<file path="src/rtl/seq_fsm_pkg.sv">
// Shared definitions for the 1011 sync-word serial link: FSM state
// encodings and the default sync word, used by both the transmitter and
// the sequence detector.
package seq_fsm_pkg;

  localparam logic [1:0] ST_IDLE   = 2'd0;
  localparam logic [1:0] ST_SYNC   = 2'd1;
  localparam logic [1:0] ST_DATA   = 2'd2;
  localparam logic [1:0] ST_PARITY = 2'd3;

  typedef enum logic [1:0] {
    IDLE   = ST_IDLE,
    SYNC   = ST_SYNC,
    DATA   = ST_DATA,
    PARITY = ST_PARITY
  } tx_state_t;

  localparam int SYNC_W_DEF = 4;
  localparam logic [SYNC_W_DEF-1:0] SYNC_PATTERN_DEF = 4'b1011;

  function automatic int max_int(input int a, input int b);
    return (a > b) ? a : b;
  endfunction

endpackage

</file>
<file path="src/rtl/frame_tx_piso.sv">
// Parallel-in / serial-out register for the frame payload. Loads a whole
// word, then shifts left one bit per shift strobe; msb is the next bit out.
module frame_tx_piso #(
  parameter int DATA_W = 8
) (
  input  logic              clk,
  input  logic              rst,
  input  logic              load,
  input  logic              shift,
  input  logic [DATA_W-1:0] d,
  output logic              msb
);

  logic [DATA_W-1:0] shift_reg;

  // Load has priority; a reset discards any held word.
  always_ff @(posedge clk or negedge rst) begin
    if (!rst) begin
      shift_reg <= '0;
    end else if (load) begin
      shift_reg <= d;
    end else if (shift) begin
      shift_reg <= shift_reg << 1;
    end
  end

  assign msb = shift_reg[DATA_W-1];

endmodule

</file>
<file path="src/rtl/seq_frame_tx.sv">
// Serial frame transmitter: sends SYNC_PATTERN MSB-first followed by the
// data word MSB-first on a registered d_out. Words arrive on a valid/ready
// handshake that is only open in IDLE, so frames are always separated by
// at least one idle bit.
// Optional build macro SEQ_FRAME_TX_PARITY_EN appends one even-parity bit.
//
// The outputs are registered from the next-state decode, so the bit for a
// state appears in the same cycle the state register holds it. The PISO
// shifts on the same edge its msb is captured into d_out, so its msb is
// always the next data bit still to be sent.
module seq_frame_tx
  import seq_fsm_pkg::*;
#(
  parameter int                SYNC_W       = SYNC_W_DEF,
  parameter logic [SYNC_W-1:0] SYNC_PATTERN = SYNC_PATTERN_DEF,
  parameter int                DATA_W       = 8,
  parameter logic              IDLE_BIT     = 1'b0
) (
  input  logic              clk,
  input  logic              rst,
  input  logic [DATA_W-1:0] tx_data,
  input  logic              tx_valid,
  output logic              tx_ready,
  output logic              d_out,
  output logic              d_out_en,
  output logic              busy,
  output logic              frame_done
);

  localparam int CNT_W = $clog2(max_int(SYNC_W, DATA_W) + 1);
  localparam logic [CNT_W-1:0]  CNT_ONE   = CNT_W'(1);
  localparam logic [CNT_W-1:0]  SYNC_LAST = CNT_W'(SYNC_W - 1);
  localparam logic [CNT_W-1:0]  DATA_LAST = CNT_W'(DATA_W - 1);
  localparam logic [SYNC_W-1:0] SYNC_ONE  = SYNC_W'(1);

  tx_state_t        state_reg, state_next;
  logic [CNT_W-1:0] cnt_reg, cnt_next;
  logic             d_out_reg, d_out_next;
  logic             d_out_en_reg, d_out_en_next;
  logic             frame_done_reg, frame_done_next;
  logic             load, shift, piso_msb;

`ifdef SEQ_FRAME_TX_PARITY_EN
  logic             parity_reg;
`endif

  frame_tx_piso #(.DATA_W(DATA_W)) u_piso (
    .clk  (clk),
    .rst  (rst),
    .load (load),
    .shift(shift),
    .d    (tx_data),
    .msb  (piso_msb)
  );

  // State, bit counter and registered serial outputs.
  always_ff @(posedge clk or negedge rst) begin
    if (!rst) begin
      state_reg      <= IDLE;
      cnt_reg        <= '0;
      d_out_reg      <= IDLE_BIT;
      d_out_en_reg   <= 1'b0;
      frame_done_reg <= 1'b0;
    end else begin
      state_reg      <= state_next;
      cnt_reg        <= cnt_next;
      d_out_reg      <= d_out_next;
      d_out_en_reg   <= d_out_en_next;
      frame_done_reg <= frame_done_next;
    end
  end

`ifdef SEQ_FRAME_TX_PARITY_EN
  // Even parity of the accepted word, captured alongside the PISO load.
  always_ff @(posedge clk or negedge rst) begin
    if (!rst) begin
      parity_reg <= 1'b0;
    end else if (load) begin
      parity_reg <= ^tx_data;
    end
  end
`endif

  // Next-state sequencing, then the output bits that state will carry.
  always_comb begin
    state_next      = state_reg;
    cnt_next        = cnt_reg;
    load            = 1'b0;
    shift           = 1'b0;
    d_out_next      = IDLE_BIT;
    d_out_en_next   = 1'b0;
    frame_done_next = 1'b0;

    case (state_reg)
      IDLE: begin
        if (tx_valid) begin
          state_next = SYNC;
          cnt_next   = SYNC_LAST;
          load       = 1'b1;
        end
      end
      SYNC: begin
        if (cnt_reg == '0) begin
          state_next = DATA;
          cnt_next   = DATA_LAST;
        end else begin
          cnt_next = cnt_reg - CNT_ONE;
        end
      end
      DATA: begin
        if (cnt_reg == '0) begin
`ifdef SEQ_FRAME_TX_PARITY_EN
          state_next = PARITY;
`else
          state_next = IDLE;
`endif
        end else begin
          cnt_next = cnt_reg - CNT_ONE;
        end
      end
      PARITY: state_next = IDLE;
      default: state_next = IDLE;
    endcase

    case (state_next)
      SYNC: begin
        d_out_next    = |(SYNC_PATTERN & (SYNC_ONE << cnt_next));
        d_out_en_next = 1'b1;
      end
      DATA: begin
        d_out_next    = piso_msb;
        d_out_en_next = 1'b1;
        shift         = 1'b1;
`ifndef SEQ_FRAME_TX_PARITY_EN
        frame_done_next = (cnt_next == '0);
`endif
      end
      PARITY: begin
`ifdef SEQ_FRAME_TX_PARITY_EN
        d_out_next      = parity_reg;
        d_out_en_next   = 1'b1;
        frame_done_next = 1'b1;
`endif
      end
      default: ;
    endcase
  end

  assign d_out      = d_out_reg;
  assign d_out_en   = d_out_en_reg;
  assign frame_done = frame_done_reg;
  assign busy       = (state_reg != IDLE);
  assign tx_ready   = (state_reg == IDLE);

endmodule

</file>
<file path="config.mk">
export PLATFORM = sky130hd
export DESIGN_NAME = seq_frame_tx
export DESIGN_NICKNAME = d
export VERILOG_FILES = /design/src/rtl/seq_fsm_pkg.sv /design/src/rtl/frame_tx_piso.sv /design/src/rtl/seq_frame_tx.sv
export SDC_FILE = /design/constraint.sdc
export NUM_CORES = 1
export LEC_CHECK = 0
export CORE_MARGIN = 2
export CORE_UTILIZATION = 40
export CTS_CLUSTER_SIZE = 28
export DETAILED_ROUTE_END_ITERATION = 7
export GPL_TIMING_DRIVEN = 0
export PLACE_DENSITY = 0.69
export RECOVER_POWER = 100
export REMOVE_ABC_BUFFERS = 1
export SLEW_MARGIN = 20
export SYNTH_ARGS = -nofsm -noshare
export SYNTH_HDL_FRONTEND = slang
export SYNTH_SLANG_ARGS = --single-unit
</file>
<file path="constraint.sdc">
create_clock -name clk -period 4.74 [get_ports clk]
set_clock_uncertainty 0.05 [all_clocks]
set_input_delay 1.185 -clock clk [delete_from_list [all_inputs] [get_ports clk]]
set_output_delay 1.185 -clock clk [all_outputs]
set_load 0.01 [all_outputs]
</file>
## Word-level counts from Yosys, hierarchy flattened

Cells that the tools add are included.

| storage, ports and cells | value |
|---|---|
| bits of input ports | 11 |
| register bits after elaboration | 17 |
| logic and storage cells | 36 |
| output and inout port bits | 5 |

| operators by class | value |
|---|---|
| mux-type cells | 16 |
| $add $sub $neg | 1 |
| reductions and logical operators | 7 |
| shift-type cells | 1 |
| equality and inequality tests | 5 |

Operator list:

| cell | count |
|---|---|
| 8-bit 2-to-1 mux | 2 |
| 4-bit 2-to-1 mux | 3 |
| 4-bit case mux with 3 select lines | 1 |
| 4-bit zero test | 2 |
| 2-bit case mux with 4 select lines | 1 |
| 2-bit == test, second input constant | 3 |
| 2-bit 2-to-1 mux | 3 |
| 1-bit 2-to-1 mux | 5 |
| 2-bit by 1-bit == test with 1-bit output, second input constant | 2 |
| 2-bit nonzero test | 2 |
| 1-bit by 4-bit << shifter with 4-bit output, first input constant | 1 |
| 4-bit by 1-bit subtractor with 4-bit output, second input constant | 1 |
| 3-bit OR reduction | 1 |
| 2-bit zero test | 1 |
| 1-bit case mux with 2 select lines | 1 |
| 2-bit OR reduction | 1 |

## Logic depth before layout (Yosys ltp)

Gate-level depths: netlist of run 1.

| logic depth | value |
|---|---|
| depth in word-level cells | 7 |
| mapped depth | 10 |
| mapped depth without buffers | 10 |

## Cells and area by module

A second synthesis of run 1 with hierarchy kept.

| second synthesis, totals | value |
|---|---|
| cell total of the unflattened synthesis | 96 |
| area, all modules | 945.9 µm² |

By module, submodules not included:

| module | cells each | instances | area an instance (µm²) | sequential area each (µm²) |
|---|---|---|---|---|
| seq_frame_tx | 62 | 1 | 576.8 | 225.2 |
| frame_tx_piso | 34 | 1 | 369.1 | 200.2 |

## Worst setup path before layout of run 1

OpenSTA, ideal clock, no wires.

| path | value |
|---|---|
| kind | input to register |
| from | input tx_valid |
| to | register frame_done_reg, in the netlist frame_done |
| arrival time | 2.220 ns |
| data required time | 4.589 ns |
| setup time | 0.101 ns |
| setup slack | 2.369 ns |
| cell stages on the path | 6 |
| cells stage by stage | nor2_1 > a211o_1 > ha_1 > clkbuf_1 > inv_1 > nor4_1 |

| on the way | value |
|---|---|
| longest elaborated chain between the ends | 4 |
| elaborated cells between the ends (all ways) | 7 |
| classes of those cells | eq/ne (1); mux (5); reduce/logical (1) |

RTL lines:

| element | line | source |
|---|---|---|
| start: declaration | seq_frame_tx.sv:22 | `input logic tx_valid,` |
| 2-bit 2-to-1 mux or 4-bit 2-to-1 mux (tied branches) | seq_frame_tx.sv:96 | `if (tx_valid) begin` |
| 2-bit case mux with 4 select lines or 4-bit case mux with 3 select lines (tied branches) | seq_frame_tx.sv:94 | `case (state_reg)` |
| 2-bit == test or 4-bit zero test (tied branches) | seq_frame_tx.sv:125, seq_frame_tx.sv:135 |  |
| 1-bit 2-to-1 mux * | seq_frame_tx.sv:125 | `case (state_next)` |
| via frame_done_next | seq_frame_tx.sv:40 | `logic frame_done_reg, frame_done_next;` |
| end signal: assignment | seq_frame_tx.sv:69 | `frame_done_reg <= frame_done_next;` |
| end: declaration | seq_frame_tx.sv:40 |  |

The timed path passes the listed nets; every way through them passes the cells marked *.
A chain may end at the register's enable or synchronous reset.

## Worst setup path after layout of run 1

| path | value |
|---|---|
| from | input tx_valid |
| to | register d_out_reg, in the netlist d_out |

| on the way | value |
|---|---|
| longest elaborated chain between the ends | 5 |
| elaborated cells between the ends (all ways) | 9 |
| classes of those cells | eq/ne (2); shift (1); mux (5); reduce/logical (1) |

RTL lines:

| element | line | source |
|---|---|---|
| 4-bit 2-to-1 mux | seq_frame_tx.sv:96 |  |
| 4-bit case mux with 3 select lines | seq_frame_tx.sv:94 |  |
| via cnt_next[3] | seq_frame_tx.sv:37 | `logic [CNT_W-1:0] cnt_reg, cnt_next;` |
| 1-bit by 4-bit << shifter with 4-bit output | seq_frame_tx.sv:127 | `d_out_next = \|(SYNC_PATTERN & (SYNC_ONE << cnt_next));` |
| 3-bit OR reduction | seq_frame_tx.sv:127 |  |
| 1-bit case mux with 2 select lines | seq_frame_tx.sv:125 |  |
| via d_out_next | seq_frame_tx.sv:38 | `logic d_out_reg, d_out_next;` |
| end signal: assignment | seq_frame_tx.sv:67 | `d_out_reg <= d_out_next;` |
| end: declaration | seq_frame_tx.sv:38 |  |

The timed path passes the listed nets, and every way through them passes these cells.

==> metrics.sh, run 1 <==
ROW_COUNT=17
INITIAL_CELL_DENSITY_OF_THE_CORE_PCT=42.0
SLOWEST_DELAY_NS=0.62
CTS_TREE='yes'
FINAL.FILL_COUNT=221
CORE_AREA_MM2=0.00221
CLOCK_SINK_COUNT=17
CRITICALPATHCATEGORY='in2reg'
FINALWEIGHTEDCONGESTION=0.747
POSTSYNTHAREAPERCELL_UM2=9.67
LEAKAGE_uW=0.000464
SYN_INST=96
CLOCK_PATH_BUFFERS=2
CTS.REPORTEDPATHS.CLKPINSLEW_NS=0.09
HOLD_PATH_CLASS='reg2reg'
CTS.HOLD.BUFFERS_ADDED=0
SLEW_HEADROOM_PCT=50.6
CRITPATHREQUIREDTIME_NS=4.86
PLACE_HPWL_MM=1.24
LARGEST_REGISTER_FF_COUNT=8
SETUP_VIOLATIONS=0
POST-ROUTE-MIN-PERIOD_NS=3.20
DRV_SLEW=0
CP-START-KIND='input pin'
RESIZED_AFTER_CTS=0
GRT_OVERFLOW_TOTAL=0
RESULT_OF_THE_RUN='finished clean'
DETAIL_ROUTE.DRC_VIOLATIONS=0
ANTENNA_FOUND_INITIAL=0
DETAILEDROUTE.FIRSTPASSITERATIONCOUNT=4
POST_SYNTHESIS_REGISTER_BIT_COUNT=17
IO-PIN-COUNT=16
CLOCK-ROOT-BUFFER='clkbuf_4'
YS_TYPES=26
MIN_PERIOD_OVER_PERIOD_PCT=67.5
LAYOUT.NETS=127
ENDPOINT_KIND='flop'
YS_WARN_COUNT=0
TIMING_HOLD_VIOLATIONS_FINAL=0
SETUP_REPAIR_AFTER_GLOBAL_ROUTING_MISSED_ITS_MARGIN='no'
WORST_SLEW_PIN_SLEW_NS=0.738
DRIVE_ABOVE_1_SHARE_PCT=5.41
CRITICAL_PATH_PEAK_FANOUT=17
AVGVIACOUNTPERCELL=5.14
GRT_PASS1_WL_MM=2.66
BUFFERS_ON_PORTS=15
ANT_NETS=0
POST-CTS-SETUP-BUFFER-COUNT=0
P_PER_AREA_mW_PER_MM2=576
PIN_COUNT_OF_THE_BIGGEST_NET_ENTERING_GLOBAL_ROUTING=18
DPL.CELL_COUNT=135
SYNTH_SEQ_AREA_SHARE_PCT=45.8
VERTICAL_DIE_DIMENSION_UM=52.2
WORSTPATHARRIVAL_NS=3.32
WORST_PATH_MAX_DELAY_CELL='dlygate4sd3_1'
ROUTE.FINAL.WIRE_LENGTH_MM=1.63
VIA_COUNT_OF_THE_FIRST_GLOBAL_ROUTING_PASS=648
H-TREE-DEPTH=1
ROUTE.DETAILED.WL_PER_INST_UM=11.7
WORSTSKEWPAIRLATENCY_NS=0.28
VIAS=715
TRACK_USAGE_PCT=13.2
FIN_TNS_SETUP_NS=0
DRTITER0DRC=9
INSERTEDDIODECOUNT=0
FIN_HOLD_WS_NS=0.515
SYN2LAYOUT_AREA_GROWTH_PCT=19.4
DIE_WIDTH_UM=52.2
CP_CELL_SEQUENCE='dlygate4sd3_1 > nor3b_4 > nor2b_1 > mux2_2 > or2_0 > o32ai_1'
FP.DIEAREA_MM2=0.00272
VDD_IR_DROP_MAX_mV=0.310
FINAL-INSTANCE-COUNT-EXCL-FILL=139
NETLIST_AREA_UM2=928
MAX_CAP_VIOLS=0
MAXCLOCKFREQUENCY_MHz=313
CTS_INSERTED_BUFFERS=3
==> metrics by stage <==
stage               setup slack, ns  util (%)  power (µW)  instance area (µm²)
floorplan                      2.21         -         488                  905
global placement               1.40      49.3         573                 1090
detailed placement             1.35      49.3         592                 1090
CTS                            1.64      50.5         667                 1120
global route                   1.33      50.1         703                 1110
finish                         1.54      50.1         639                 1110
==> worst max-delay path, delay by kind of cell <==
kind	cells	cell delay (ns)
simple gates	3	0.90
buf+inv	1	0.62
compound gates	1	0.32
mux	1	0.29
==> synthesized netlist by cell type <==
master / count / area share (%)
nor2b_1: 3 / 2.0
a2111oi_0: 1 / 0.94
and3_1: 1 / 0.67
nand2_1: 15 / 6.1
buf_6: 1 / 1.2
nor4_1: 2 / 1.3
or3_1: 2 / 1.3
nand2b_1: 3 / 2.0
a211o_1: 2 / 1.9
mux2_2: 2 / 2.4
buf_2: 1 / 0.54
dfrtp_1: 17 / 46
nor3b_4: 1 / 2.0
o32ai_2: 1 / 1.8
nand3b_1: 1 / 0.81
clkbuf_1: 2 / 0.81
nor2_1: 4 / 1.6
o211ai_1: 1 / 0.81
nor3b_1: 1 / 0.81
a21o_1: 1 / 0.81
mux2i_1: 7 / 7.5
ha_1: 4 / 5.4
or2_1: 1 / 0.67
a21oi_1: 2 / 1.1
inv_1: 9 / 3.6
o21ai_0: 11 / 5.9
==> kinds of logic (layout without fill, tap and decap cells) <==
group / after synthesis / count (layout) / synth area share (%)
buffers and inverters: 13 / 28 / 6.20
adder cells (fa/ha/maj): 4 / 4 / 5.39
AO/OA/AOI/OAI: 19 / 19 / 13.2
AND/OR/NAND/NOR: 34 / 34 / 19.4
multiplexers: 9 / 9 / 9.97
flip-flops: 17 / 17 / 45.8
==> cell type report <==
type	instances	area [µm²]	share of cell area (%)
Timing Repair Buffer	15	150	13.5
Multi-Input combinational cell	66	438	39.5
Tap cell	28	35.0	3.16
Sequential cell	17	425	38.4
Inverter	9	33.8	3.05
Clock buffer	4	26.3	2.37
==> report_power, final <==
part / internal (µW) / switching, µW / total, µW
Sequential: 208 / 58.2 / 266
Combinational: 147 / 151 / 298
Clock: 32.7 / 41.6 / 74.3
Total: 388 / 251 / 639
==> metal layers <==
layer / part of all wire (%) / up-vias / global-route usage (%)
met5: 0 / - / 0
met4: 1.5 / 0 / 5.13
met3: 3.5 / 4 / 1.71
met2: 50 / 16 / 22.8
met1: 45 / 338 / 16.8
li1: - / 357 / -
==> placed cells by master, fill, tap and decap left out, types with 3 or more instances in the layout <==
cell type        instances
clkbuf_4                 3
nor2b_1                  3
dfrtp_1                 17
dlygate4sd3_1            7
o21ai_0                 11
clkdlybuf4s50_1          8
nand2_1                 15
nor2_1                   4
ha_1                     4
inv_1                    9
nand2b_1                 3
mux2i_1                  7
==> path summary, 6_finish.rpt <==
| kind | start | endpoint | slack [ns] | depth (start not counted) |
|---|---|---|---|---|
| setup / recovery | tx_valid | d_out | 1.54 | 6 |
| hold / removal | cnt_reg[2] | cnt_reg[2] | 0.51 | 1 |
| setup reg to reg | cnt_reg[0] | d_out | 2.26 | 8 |
| hold reg to reg | cnt_reg[2] | cnt_reg[2] | 0.51 | 1 |
| max in group asynchronous | rst | u_piso.shift_reg[1] | 2.83 | 1 |
| min in group asynchronous | rst | u_piso.shift_reg[5] | 1.35 | 1 |
(Power assumes the default switching activity.)
==> run 2, diff against run 1 <==
PLACE_DENSITY = 0.72   (was 0.69)
clock period = 2.66 ns   (was 4.74 ns; I/O delays follow)
==> run 2 against run 1 <==
  * Via count is 2.4% lower
  * First-iteration DRC count is 78% lower
  * Power is 82% higher
  * Design area is 2.6% higher
  * Sequential power is 78% higher
  * Combinational power is 87% higher
  * Count of clock-buffer cells in the layout is 1 lower
  * Sequential share of layout area is 0.97 points lower
  * Worst hold slack worse by 0.021 ns
==> metrics.sh, run 2 (synthesis gave the netlist of run 1 again) <==
FIN_HOLD_WS_NS=0.493  # -0.0215 ns
CP-ENDPOINT='busy'
INITIAL_CELL_DENSITY_OF_THE_CORE_PCT=42.0  # unchanged
H-TREE-DEPTH=1  # unchanged
COMMONEST_CELLS_AFTER_ROUTING_FILL_AND_TAPS_ASIDE='17 x dfrtp_1, 15 x nand2_1, 11 x o21ai_0'
WORSTREG2REGSTART='cnt_reg[0]'
CLOCK-ROOT-BUFFER='clkbuf_4'
CRITICALPATHCATEGORY='reg2out'
MAX_CAP_VIOLS=0  # unchanged
CRITPATHREQUIREDTIME_NS=1.95  # -2.91 ns
MULTI_INPUT_AREA_UM2=450  # +2.9%
SETUP_VIOLATIONS=0  # unchanged
HOLD_PATH_CLASS='reg2reg'
VERTICAL_DIE_DIMENSION_UM=52.2  # unchanged
AREA.SEQUENTIAL_UM2=425  # unchanged
ROW_COUNT=17  # unchanged
CTS_TREE='yes'
ANTENNA_FOUND_INITIAL=0  # unchanged
CRITICAL_PATH_PEAK_FANOUT=14  # -3
LAYOUT.NETS=129  # +1.6%
WORSTSKEWPAIRLATENCY_NS=0.28  # about the same
CTS_INSERTED_BUFFERS=3  # unchanged
FP.DIEAREA_MM2=0.00272  # unchanged
FINALWEIGHTEDCONGESTION=0.792  # +6.1%
PIN_COUNT_OF_THE_BIGGEST_NET_ENTERING_GLOBAL_ROUTING=18  # unchanged
ENDPOINT_OF_THE_MOST_CRITICAL_REGISTER_TO_REGISTER_PATH='frame_done'
ENDPOINT_KIND='output pin'
SETUP_WS_NS=0.244  # -1.30 ns
FF2FF_PATH_DEPTH=8  # unchanged
INSERTEDDIODECOUNT=0  # unchanged
P_PER_AREA_mW_PER_MM2=1020  # +78%
WORSTPATHARRIVAL_NS=1.70  # -1.62 ns
POST-PLACE-WS_NS=-0.198  # -1.54 ns
AVGVIACOUNTPERCELL=4.95  # -3.8%
R2R_SETUP_SLACK_NS=0.27  # -1.99 ns
CLOCK_PATH_BUFFERS=2  # unchanged
GRT_OVERFLOW_TOTAL=0  # unchanged
SYN2LAYOUT_AREA_GROWTH_PCT=22.5
DPL.CELL_COUNT=135  # unchanged
SETUP_REPAIR_AFTER_GLOBAL_ROUTING_MISSED_ITS_MARGIN='no'
BUFFERS_ON_PORTS=15  # unchanged
DETAILEDROUTE.FIRSTPASSITERATIONCOUNT=4  # unchanged
DRIVE_ABOVE_1_SHARE_PCT=7.96  # +2.6 points
CP-START-KIND='flop'
MOSTFREQUENTLAYOUTCELL='dfrtp_1'
CTS.REPORTEDPATHS.CLKPINSLEW_NS=0.10  # about the same
FINAL-INSTANCE-COUNT-EXCL-FILL=141  # +1.4%
RESULT_OF_THE_RUN='finished clean'
WORST_SLEW_PIN_SLEW_NS=0.766  # +0.0281 ns
ROUTE.DETAILED.WL_PER_INST_UM=11.1  # -4.6%
CORE_AREA_MM2=0.00221  # unchanged
FINALPOWER_uW=1160  # +82%
WORSTSETUPSTARTPOINT='state_reg[1]'
PLACE_HPWL_MM=1.19  # -3.9%
VIA_COUNT_OF_THE_FIRST_GLOBAL_ROUTING_PASS=713  # +10%
VDD_IR_DROP_MAX_mV=0.556  # +79%
GRT_PASS1_WL_MM=2.86  # +7.2%
CTS.HOLD.BUFFERS_ADDED=0  # unchanged
MAXCLOCKFREQUENCY_MHz=414
VIAS=698  # -2.4%
DRTITER0DRC=2  # -7
DIE_WIDTH_UM=52.2  # unchanged
ANT_NETS=0  # unchanged
POST-ROUTE-MIN-PERIOD_NS=2.42
SLEW_HEADROOM_PCT=48.8  # -1.9 points
MIN_PERIOD_OVER_PERIOD_PCT=90.8
TIMING_HOLD_VIOLATIONS_FINAL=0  # unchanged
DRV_SLEW=0  # unchanged
IO-PIN-COUNT=16  # unchanged
LEAKAGE_uW=0.000484  # +4.3%
LARGEST_REGISTER_FF_COUNT=8  # unchanged
CLOCK_SINK_COUNT=17  # unchanged
ROUTE.FINAL.WIRE_LENGTH_MM=1.57  # -3.3%
TRACK_USAGE_PCT=14.0  # +0.76 points
DETAIL_ROUTE.DRC_VIOLATIONS=0  # unchanged
FINAL.FILL_COUNT=222  # +0.45%
run 2: area by class of cell:
cell class,instances,area share [%]
Multi-Input combinational cell,66,39.6
Sequential cell,17,37.4
Timing Repair Buffer,17,14.5
Tap cell,28,3.08
Inverter,9,2.97
Clock buffer,3,1.98
Clock inverter,1,0.440
run 2: metal layers:
| metal | vias to the layer above | track usage (%) | part of all wire, % | wire length, µm |
|---|---|---|---|---|
| met5 | - | 0 | 0 | 0 |
| met3 | 0 | 1.71 | 3.2 | 50 |
| li1 | 360 | - | - | - |
| met4 | 0 | 3.85 | 0 | 0 |
| met2 | 12 | 25.5 | 48 | 761 |
| met1 | 326 | 17.2 | 48 | 760 |
run 2: critical path, cell delays in order, from the launching register on:
cell,delay [ns]
dfrtp_1,0.54
nor2_1,0.23
inv_1,0.05
dlygate4sd3_1,0.59
run 2: how the worst min path moves through the flow:
| stage | end | from | cells after the start |
|---|---|---|---|
| finish | u_piso.shift_reg[0] | u_piso.shift_reg[0] | 2 |
| global route | d_out | u_piso.shift_reg[7] | 2 |
| CTS | u_piso.shift_reg[0] | u_piso.shift_reg[0] | 2 |
| detailed placement | cnt_reg[2] | cnt_reg[2] | 1 |
| global placement | u_piso.shift_reg[0] | u_piso.shift_reg[0] | 2 |
| floorplan | cnt_reg[0] | rst | 0 |
run 2: what timing repair did:
item	in CTS	in global routing
setup endpoints to repair	0	2
resized for setup	0	1
buffers inserted	0	2
run 2: power breakdown:
| part | leakage [µW] | total, µW | switching [µW] | internal (µW) |
|---|---|---|---|---|
| clock | 0.0000177 | 134 | 78.4 | 55.8 |
| combinational | 0.000257 | 557 | 276 | 282 |
| sequential | 0.000210 | 473 | 102 | 371 |
| total | 0.000484 | 1160 | 456 | 708 |
run 2: metrics by stage:
stage	area, µm²	utilization [%]	TNS, ns
floorplan	905	-	0
global placement	1090	49.3	-0.234
detailed placement	1090	49.3	-0.314
CTS	1120	50.5	0
global route	1140	51.4	0
finish	1140	51.4	0
